--- config.mk ---
export PLATFORM = sky130hd
export DESIGN_NAME = pipelined_control_unit
export DESIGN_NICKNAME = d
export VERILOG_FILES = /design/src/rtl/riscv_ctrl_pkg.sv /design/src/rtl/ctrl_decoder.sv /design/src/rtl/pipelined_control_unit.sv
export SDC_FILE = /design/constraint.sdc
export NUM_CORES = 1
export LEC_CHECK = 0
export ABC_CLOCK_PERIOD_IN_PS = 2700
export CORE_MARGIN = 2
export CORE_UTILIZATION = 42
export DETAILED_ROUTE_END_ITERATION = 10
export PLACE_DENSITY = 0.75
export SLEW_MARGIN = 20
export SYNTH_ARGS = -nofsm -noshare
export SYNTH_HDL_FRONTEND = slang
export SYNTH_SLANG_ARGS = --single-unit
--- constraint.sdc ---
create_clock -name clk -period 2.7 [get_ports clk]
set_clock_uncertainty 0.05 [all_clocks]
set_input_delay 0.81 -clock clk [delete_from_list [all_inputs] [get_ports clk]]
set_output_delay 0.81 -clock clk [all_outputs]
set_load 0.01 [all_outputs]
--- src/rtl/riscv_ctrl_pkg.sv ---
// Shared opcode constants, select encodings and the control bundle type
// for the pipelined control/hazard block of the RV64 sorting core.
package riscv_ctrl_pkg;

    localparam logic [6:0] OP_BUBBLE = 7'b0000000;
    localparam logic [6:0] OP_R      = 7'b0110011;
    localparam logic [6:0] OP_LD     = 7'b0000011;
    localparam logic [6:0] OP_ADDI   = 7'b0010011;
    localparam logic [6:0] OP_SD     = 7'b0100011;
    localparam logic [6:0] OP_BR     = 7'b1100011;
    localparam logic [6:0] OP_JAL    = 7'b1101111;

    localparam logic [1:0] ALUOP_ADD = 2'b00;
    localparam logic [1:0] ALUOP_BR  = 2'b01;
    localparam logic [1:0] ALUOP_R   = 2'b10;
    localparam logic [1:0] ALUOP_JAL = 2'b11;

    localparam logic [1:0] FWD_RF    = 2'b00;
    localparam logic [1:0] FWD_EXMEM = 2'b10;
    localparam logic [1:0] FWD_MEMWB = 2'b01;

    typedef struct packed {
        logic       branch;
        logic       mem_read;
        logic       memto_reg;
        logic       mem_write;
        logic       alu_src;
        logic       reg_write;
        logic [1:0] alu_op;
    } ctrl_bundle_t;

    localparam ctrl_bundle_t CTRL_NOP = '0;

endpackage

--- src/rtl/ctrl_decoder.sv ---
// Purely combinational opcode -> control bundle table for the ID stage.
// Unknown opcodes produce an all-zero bundle and raise illegal.
module ctrl_decoder
    import riscv_ctrl_pkg::*;
#(
    parameter int SUPPORT_JAL = 0
) (
    input  logic [6:0]   opcode,
    output ctrl_bundle_t ctrl,
    output logic         illegal
);

    // Opcode table; every field defaults to 0 so nothing is left as x.
    always_comb begin
        ctrl    = CTRL_NOP;
        illegal = 1'b0;
        case (opcode)
            OP_BUBBLE: ;
            OP_R: begin
                ctrl.reg_write = 1'b1;
                ctrl.alu_op    = ALUOP_R;
            end
            OP_LD: begin
                ctrl.mem_read  = 1'b1;
                ctrl.memto_reg = 1'b1;
                ctrl.alu_src   = 1'b1;
                ctrl.reg_write = 1'b1;
                ctrl.alu_op    = ALUOP_ADD;
            end
            OP_ADDI: begin
                ctrl.alu_src   = 1'b1;
                ctrl.reg_write = 1'b1;
                ctrl.alu_op    = ALUOP_ADD;
            end
            OP_SD: begin
                ctrl.mem_write = 1'b1;
                ctrl.alu_src   = 1'b1;
                ctrl.alu_op    = ALUOP_ADD;
            end
            OP_BR: begin
                ctrl.branch = 1'b1;
                ctrl.alu_op = ALUOP_BR;
            end
            OP_JAL: begin
                if (SUPPORT_JAL != 0) begin
                    ctrl.reg_write = 1'b1;
                    ctrl.alu_op    = ALUOP_JAL;
                end else begin
                    illegal = 1'b1;
                end
            end
            default: illegal = 1'b1;
        endcase
    end

endmodule

--- src/rtl/pipelined_control_unit.sv ---
// Control and hazard block: decodes ID, carries control through
// ID/EX (_p0), EX/MEM (_p1) and MEM/WB (_p2), and generates load-use
// stall, branch flush and EX operand-forwarding selects.
module pipelined_control_unit
    import riscv_ctrl_pkg::*;
#(
    parameter int REG_ADDR_W  = 5,
    parameter int SUPPORT_JAL = 0,
    parameter int FWD_EN      = 1
) (
    input  logic                  clk,
    input  logic                  reset,
    input  logic [6:0]            id_opcode,
    input  logic [2:0]            id_funct3,
    input  logic [REG_ADDR_W-1:0] id_rs1,
    input  logic [REG_ADDR_W-1:0] id_rs2,
    input  logic [REG_ADDR_W-1:0] id_rd,
    input  logic                  branch_taken,
    output logic                  ex_ALUSrc,
    output logic [1:0]            ex_ALUOp,
    output logic                  ex_Branch,
    output logic [2:0]            ex_funct3,
    output logic                  mem_MemRead,
    output logic                  mem_MemWrite,
    output logic                  wb_RegWrite,
    output logic                  wb_MemtoReg,
    output logic [REG_ADDR_W-1:0] wb_rd,
    output logic                  pc_write,
    output logic                  ifid_write,
    output logic                  ifid_flush,
    output logic [1:0]            forward_a,
    output logic [1:0]            forward_b,
    output logic                  illegal_instr
);

    localparam bit FWD_ON = (FWD_EN != 0);

    // A producer "hits" a source register when it writes a non-x0 rd equal to it.
    function automatic logic hits(input logic wr, input logic [REG_ADDR_W-1:0] rd,
                                  input logic [REG_ADDR_W-1:0] rs);
        return wr && (rd != '0) && (rd == rs);
    endfunction

    // EX/MEM result is newer than MEM/WB, so it takes priority.
    function automatic logic [1:0] fwd_sel(input logic wr1, input logic [REG_ADDR_W-1:0] rd1,
                                           input logic wr2, input logic [REG_ADDR_W-1:0] rd2,
                                           input logic [REG_ADDR_W-1:0] rs);
        if (hits(wr1, rd1, rs))      return FWD_EXMEM;
        else if (hits(wr2, rd2, rs)) return FWD_MEMWB;
        else                         return FWD_RF;
    endfunction

    ctrl_bundle_t id_ctrl;
    logic         id_illegal;

    ctrl_decoder #(.SUPPORT_JAL(SUPPORT_JAL)) u_dec (
        .opcode  (id_opcode),
        .ctrl    (id_ctrl),
        .illegal (id_illegal)
    );

    ctrl_bundle_t          ctrl_p0;
    logic [2:0]            funct3_p0;
    logic [REG_ADDR_W-1:0] rd_p0, rs1_p0, rs2_p0;
    logic                  mem_read_p1, mem_write_p1, reg_write_p1, memto_reg_p1;
    logic [REG_ADDR_W-1:0] rd_p1;
    logic                  reg_write_p2, memto_reg_p2;
    logic [REG_ADDR_W-1:0] rd_p2;

    logic load_use, raw_stall, stall, bubble_id;

    // Without forwarding, any pending write in EX or MEM to a source must wait.
    assign load_use  = hits(ctrl_p0.mem_read, rd_p0, id_rs1) ||
                       hits(ctrl_p0.mem_read, rd_p0, id_rs2);
    assign raw_stall = !FWD_ON &&
                       (hits(ctrl_p0.reg_write, rd_p0, id_rs1) ||
                        hits(ctrl_p0.reg_write, rd_p0, id_rs2) ||
                        hits(reg_write_p1, rd_p1, id_rs1) ||
                        hits(reg_write_p1, rd_p1, id_rs2));
    assign stall     = (load_use || raw_stall) && !branch_taken;
    assign bubble_id = stall || branch_taken;

    assign pc_write   = !reset || !stall;
    assign ifid_write = !reset || !stall;
    assign ifid_flush = reset && branch_taken;

    // ---- ID -> ID/EX stage boundary ----
    always_ff @(posedge clk) begin
        if (!reset || bubble_id) begin
            ctrl_p0   <= CTRL_NOP;
            funct3_p0 <= '0;
            rd_p0     <= '0;
            rs1_p0    <= '0;
            rs2_p0    <= '0;
        end else begin
            ctrl_p0   <= id_ctrl;
            funct3_p0 <= id_funct3;
            rd_p0     <= id_rd;
            rs1_p0    <= id_rs1;
            rs2_p0    <= id_rs2;
        end
    end

    // ---- EX -> EX/MEM stage boundary ----
    always_ff @(posedge clk) begin
        if (!reset) begin
            mem_read_p1  <= 1'b0;
            mem_write_p1 <= 1'b0;
            reg_write_p1 <= 1'b0;
            memto_reg_p1 <= 1'b0;
            rd_p1        <= '0;
        end else begin
            mem_read_p1  <= ctrl_p0.mem_read;
            mem_write_p1 <= ctrl_p0.mem_write;
            reg_write_p1 <= ctrl_p0.reg_write;
            memto_reg_p1 <= ctrl_p0.memto_reg;
            rd_p1        <= rd_p0;
        end
    end

    // ---- MEM -> MEM/WB stage boundary ----
    always_ff @(posedge clk) begin
        if (!reset) begin
            reg_write_p2 <= 1'b0;
            memto_reg_p2 <= 1'b0;
            rd_p2        <= '0;
        end else begin
            reg_write_p2 <= reg_write_p1;
            memto_reg_p2 <= memto_reg_p1;
            rd_p2        <= rd_p1;
        end
    end

    // Sticky illegal-opcode flag, cleared only by reset.
    always_ff @(posedge clk) begin
        if (!reset)          illegal_instr <= 1'b0;
        else if (id_illegal) illegal_instr <= 1'b1;
    end

    // Operand forwarding selects for the instruction currently in EX.
    always_comb begin
        forward_a = FWD_RF;
        forward_b = FWD_RF;
        if (FWD_ON && reset) begin
            forward_a = fwd_sel(reg_write_p1, rd_p1, reg_write_p2, rd_p2, rs1_p0);
            forward_b = fwd_sel(reg_write_p1, rd_p1, reg_write_p2, rd_p2, rs2_p0);
        end
    end

    assign ex_ALUSrc    = ctrl_p0.alu_src;
    assign ex_ALUOp     = ctrl_p0.alu_op;
    assign ex_Branch    = ctrl_p0.branch;
    assign ex_funct3    = funct3_p0;
    assign mem_MemRead  = mem_read_p1;
    assign mem_MemWrite = mem_write_p1;
    assign wb_RegWrite  = reg_write_p2;
    assign wb_MemtoReg  = memto_reg_p2;
    assign wb_rd        = rd_p2;

endmodule

### After elaboration in Yosys (flattened, before gate mapping)

Index checks and enable logic that the tools add are counted.

* bits in registers: 43
* input port bits: 28
* output and inout port bits: 24

* eq/ne operators: 11
* muxes and demuxes: 12
* reductions and logical operators: 25

Operators with widths (number)
* 5-bit == test: 6
* 5-bit nonzero test: 3
* 7-bit by 6-bit == test with 1-bit output (second input constant): 2
* 1-bit logical AND: 11
* 2-bit two-way mux: 5
* 7-bit by 2-bit == test with 1-bit output (second input constant): 1
* 7-bit by 5-bit == test with 1-bit output (second input constant): 1
* 7-bit == test (second input constant): 1
* 7-bit logical NOT: 1
* 1-bit two-way mux: 6
* 3-bit OR reduction: 2
* 6-bit OR reduction: 1
* 1-bit logical OR: 4
* 2-bit case mux with 2 select lines: 1
* 1-bit logical NOT: 3

### Depth between registers and ports, before layout

* depth in word-level cells: 7
* depth in mapped cells: 6
* gate-level depth less buffers: 4

### Modules after synthesis

A second synthesis with hierarchy kept.

* cell total of the unflattened synthesis: 198
* area, all modules: 1903.1 sq um

By module, submodules not included
* pipelined_control_unit: instances 1, cells an instance 179, area each 1799.2 sq um
* ctrl_decoder: instances 1, cells an instance 19, area each 103.8 sq um

### Worst setup path after synthesis

OpenSTA, ideal clock, no wires.

* path type: input-to-output
* start point: input port id_rs1[4]
* end point: output port pc_write
* arrival time: 1966 ps
* data required time: 1840 ps
* slack: -126 ps
* cell stages on the path: 6
* buffers on the path: 2
* cells stage by stage: xnor2_1 -> nand3_1 -> o22ai_2 -> buf_2 -> nand3_1 -> buf_4

* cells in the longest elaborated chain, start to end: 6

Ends and longest elaborated chain
* start: declaration: RTL line pipelined_control_unit.sv:15 `input logic [REG_ADDR_W-1:0] id_rs1,`
* 5-bit == test: RTL line pipelined_control_unit.sv:41 `return wr && (rd != '0) && (rd == rs);`
* 1-bit logical AND: RTL line pipelined_control_unit.sv:41
* 1-bit logical OR: RTL line pipelined_control_unit.sv:73 `assign load_use = hits(ctrl_p0.mem_read, rd_p0, id_rs1) ||`
* 1-bit logical AND: RTL line pipelined_control_unit.sv:80 `assign stall = (load_use || raw_stall) && !branch_taken;`
* 1-bit logical NOT
* 1-bit logical OR
* end: declaration: RTL line pipelined_control_unit.sv:28 `output logic pc_write,`

Every way passes these cells.

### Worst setup path in the final report

* start point: input port reset
* end point: output port forward_a[0]

* cells in the longest elaborated chain, start to end: 1

Ends and longest elaborated chain
* start: declaration: RTL line pipelined_control_unit.sv:12 `input logic reset,`
* 2-bit two-way mux: RTL line pipelined_control_unit.sv:144 `if (FWD_ON && reset) begin`
* end: declaration: RTL line pipelined_control_unit.sv:31 `output logic [1:0] forward_a,`

Every way passes these cells.

==> results.toml <==
[min_path]
min_path_type = "reg2reg"
holdCritStartpoint = "ctrl_p0[4]$_SDFF_PP0_"
holdPathStages = 1
hold_end = "mem_MemWrite$_SDFF_PN0_"

[pwr]
p_per_area_mw_per_mm2 = 511
power_frac_comb = 0.118
pwr-share-seq = 0.483
peakVddDrop_uv = 352
p_leak_nw = 1.03
p_sw_frac = 0.233
intPower_mw = 1.00
clkPwrFrac = 0.399
p_sw_mw = 0.305

[floorplan]
coreArea_mm2 = 0.00406
initial_core_util = 0.445
boundaryPins = 52
dieHeight_um = 69.6
rows = 23
die_w_um = 69.6
dieArea_mm2 = 0.00484

[synthesis]
syn_area_mm2 = 0.00181
ys_types = 30
synth_seq_cells = 41
yosysTopAreaCell = "dfxtp_1"
yosys-top-cells-area = "dfxtp_1 (45%), a21oi_2 (9.2%), xnor2_1 (7.8%), xor2_1 (6.8%), and2_1 (5.9%)"
synth_seq_area_share = 0.455
syn_inst = 183
syn_avg_cell_area_um2 = 9.87
syn-num-nets = 211
ys_warn_count = 0
synth_top_area_frac = 0.455

[sta]
max_slew_margin = 0.738
tightest_slew_ns = 0.393
fin_hold_ws_ns = 0.386
final_hold_viol_count = 0
post-route-min-period_ns = 2.74
setup_viol = 1
slew_violations = 0
fin_crit_sh = 1.02
rsz0062_at_grt = "true"
finalWorstSetupSlack_ns = -0.0427
fmax_mhz = 365

[placed_design]
gp_congestion = 0.868
dp_hpwl_um = 2770
place_ws_ns = -0.824
portBuffers = 51
dpl.cell_count = 286

[grt]
globalRoute.totalOverflow = 0
track_usage = 0.180
antenna_found_initial = 0
grt_max_degree = 26
grt_pass1_vias = 1532
grt_pass1_wl_um = 6910

[clock_tree]
cts.htree.levels = 2
ctsLongestPathBuffers = 2
clkTransAtPathRegs_ns = 0.08
cts_tree = "built"
cts_num_sinks = 41
cts-root-buf = "clkbuf_8"
clk_latency_ns = 0.30
numCtsBuffers = 5
hold_buffers = 0

[cells_and_area]
area_growth_pct = 41.6
diodes = 0
drive_gt1_frac = 0.267
final_util = 0.630
nFillCells = 366
final-instance-count-excl-fill = 297
fin_nets = 274

[outcome]
status = "finished, violations left"
violations = "negative setup slack"

[routing]
vias = 1450
drc_errors = 0
wl_per_cell_um = 13.1
antenna_left = 0
drt_wl_total_um = 3890
viasPerCell = 4.88
drtPass1Iterations = 4
drt_iter0_markers = 42

[worst_setup_path]
ff2ff_setup_slack_ns = 0.82
cp_max_fo = 2
r2r-start = "rd_p0[1]$_SDFF_PP0_"
ff2ff_path_depth = 8
cp-start-kind = "input pin"
critPathArrivalTime_ns = 1.88
crit_path_end_kind = "output port"
required_ns = 1.84
worstSetupPathType = "in2out"
r2r_end = "ex_ALUSrc$_SDFF_PP0_"

[job]
maxCapViolCount = 0
## critical path, stage by stage
cell      delay (ns)
buf_6           0.07
o211ai_1        0.09
or4_1           0.50
nor4_2          0.25
buf_2           0.16
## area by class of cell
type / instances / area (um2) / area share
Clock buffer: 6 / 82.6 / 0.0323
Clock inverter: 2 / 37.5 / 0.0147
Multi-Input combinational cell: 128 / 940 / 0.367
Sequential cell: 41 / 821 / 0.321
Tap cell: 50 / 62.6 / 0.0245
Timing Repair Buffer: 70 / 614 / 0.240
## layer usage
layer | wire [um] | vias up | global-route usage
met1 | 1730 | 652 | 0.224
met3 | 243 | 9 | 0.0436
met4 | 92 | 0 | 0.100
li1 | - | 743 | -
met2 | 1830 | 46 | 0.286
met5 | 0 | - | 0
## synthesized netlist by cell type (all sizes together)
cell and number:
dfxtp 41, nand2 22, a21oi 20, and2 18, xnor2 16, xor2 14
buf 8, nand3 8, clkbuf 6, a211oi 5, nor4 5, or4 5
nand4 2, nor2b 2, nor3 2, o22ai 2, a21boi 1, a31oi 1
nand3b 1, nor2 1, o211ai 1, o21a 1, o21ai 1
## power by group through the flow
stage          Sequential [mW]  Combinational [mW]  Clock, mW
6_report                 0.632               0.155      0.522
5_1_grt                  0.634               0.169      0.551
4_1_cts                  0.631               0.152      0.526
3_5_place_dp             0.646               0.153          0
3_3_place_gp             0.645               0.151          0
2_1_floorplan            0.647              0.0737          0
## registers in the layout (all words and copies together) (netlist names)
name,cells
ctrl_p0,3
ex_ALUOp,2
ex_ALUSrc,1
ex_Branch,1
ex_funct3,3
illegal_instr,1
mem_MemRead,1
mem_MemWrite,1
rd_p0,5
rd_p1,5
reg_write_p1,1
rs1_p0,5
rs2_p0,5
wb_MemtoReg,1
wb_RegWrite,1
wb_rd,5
## timing repair
item | CTS | global route
setup buffers | 2 | 1
gates resized for setup | 44 | 12
pin swaps | 12 | 13
setup endpoints to repair | 7 | 6
## how the worst max path moves through the flow
| stage | cells after the start | to | start | slack, ns |
|---|---|---|---|---|
| after CTS | 6 | forward_a[0] | rd_p1[1]$_SDFF_PN0_ | -0.08 |
| after global placement | 5 | forward_a[0] | reset | -0.79 |
| after global routing | 5 | forward_a[0] | reset | -0.13 |
| after detailed placement | 5 | forward_b[0] | reset | -0.82 |
| final | 5 | forward_a[0] | reset | -0.04 |
| after floorplan | 6 | pc_write | id_rs1[4] | 0.003 |
## per-stage QoR
stage	cell area (um2)	power [mW]	TNS, ns
6_report	2560	1.31	-0.0427
5_1_grt	2560	1.36	-0.264
4_1_cts	2550	1.31	-0.132
3_5_place_dp	2410	0.799	-3.85
3_3_place_gp	2410	0.796	-3.69
2_1_floorplan	1820	0.721	0
## cell usage in the layout (no fill, tap or decap), drive strengths merged, types with 2 or more instances in the layout
| cell type | netlist | layout |
|---|---|---|
| o22ai | 2 | 2 |
| buf | 8 | 25 |
| and2 | 18 | 18 |
| clkdlybuf4s50 | 0 | 33 |
| xnor2 | 16 | 16 |
| clkdlybuf4s15 | 0 | 2 |
| nand2 | 22 | 22 |
| dfxtp | 41 | 41 |
| dlygate4sd2 | 0 | 6 |
| nor4 | 5 | 5 |
| a21oi | 20 | 20 |
| or4 | 5 | 5 |
| clkbuf | 6 | 10 |
| nor3 | 2 | 2 |
| a211oi | 5 | 5 |
| nand4 | 2 | 2 |
| nand3 | 8 | 8 |
| nor2b | 2 | 2 |
| xor2 | 14 | 14 |
## logic make-up (layout without fill, tap and decap cells)
| kind of cell | Yosys count | count (layout) | synth area share |
|---|---|---|---|
| AOI/OAI and AO/OA | 32 | 32 | 0.145 |
| xor gates and xnor gates | 30 | 30 | 0.146 |
| buffers and inverters | 14 | 78 | 0.0534 |
| and+or+nand+nor | 66 | 66 | 0.202 |
| DFF | 41 | 41 | 0.455 |
(Power assumes the default switching activity.)
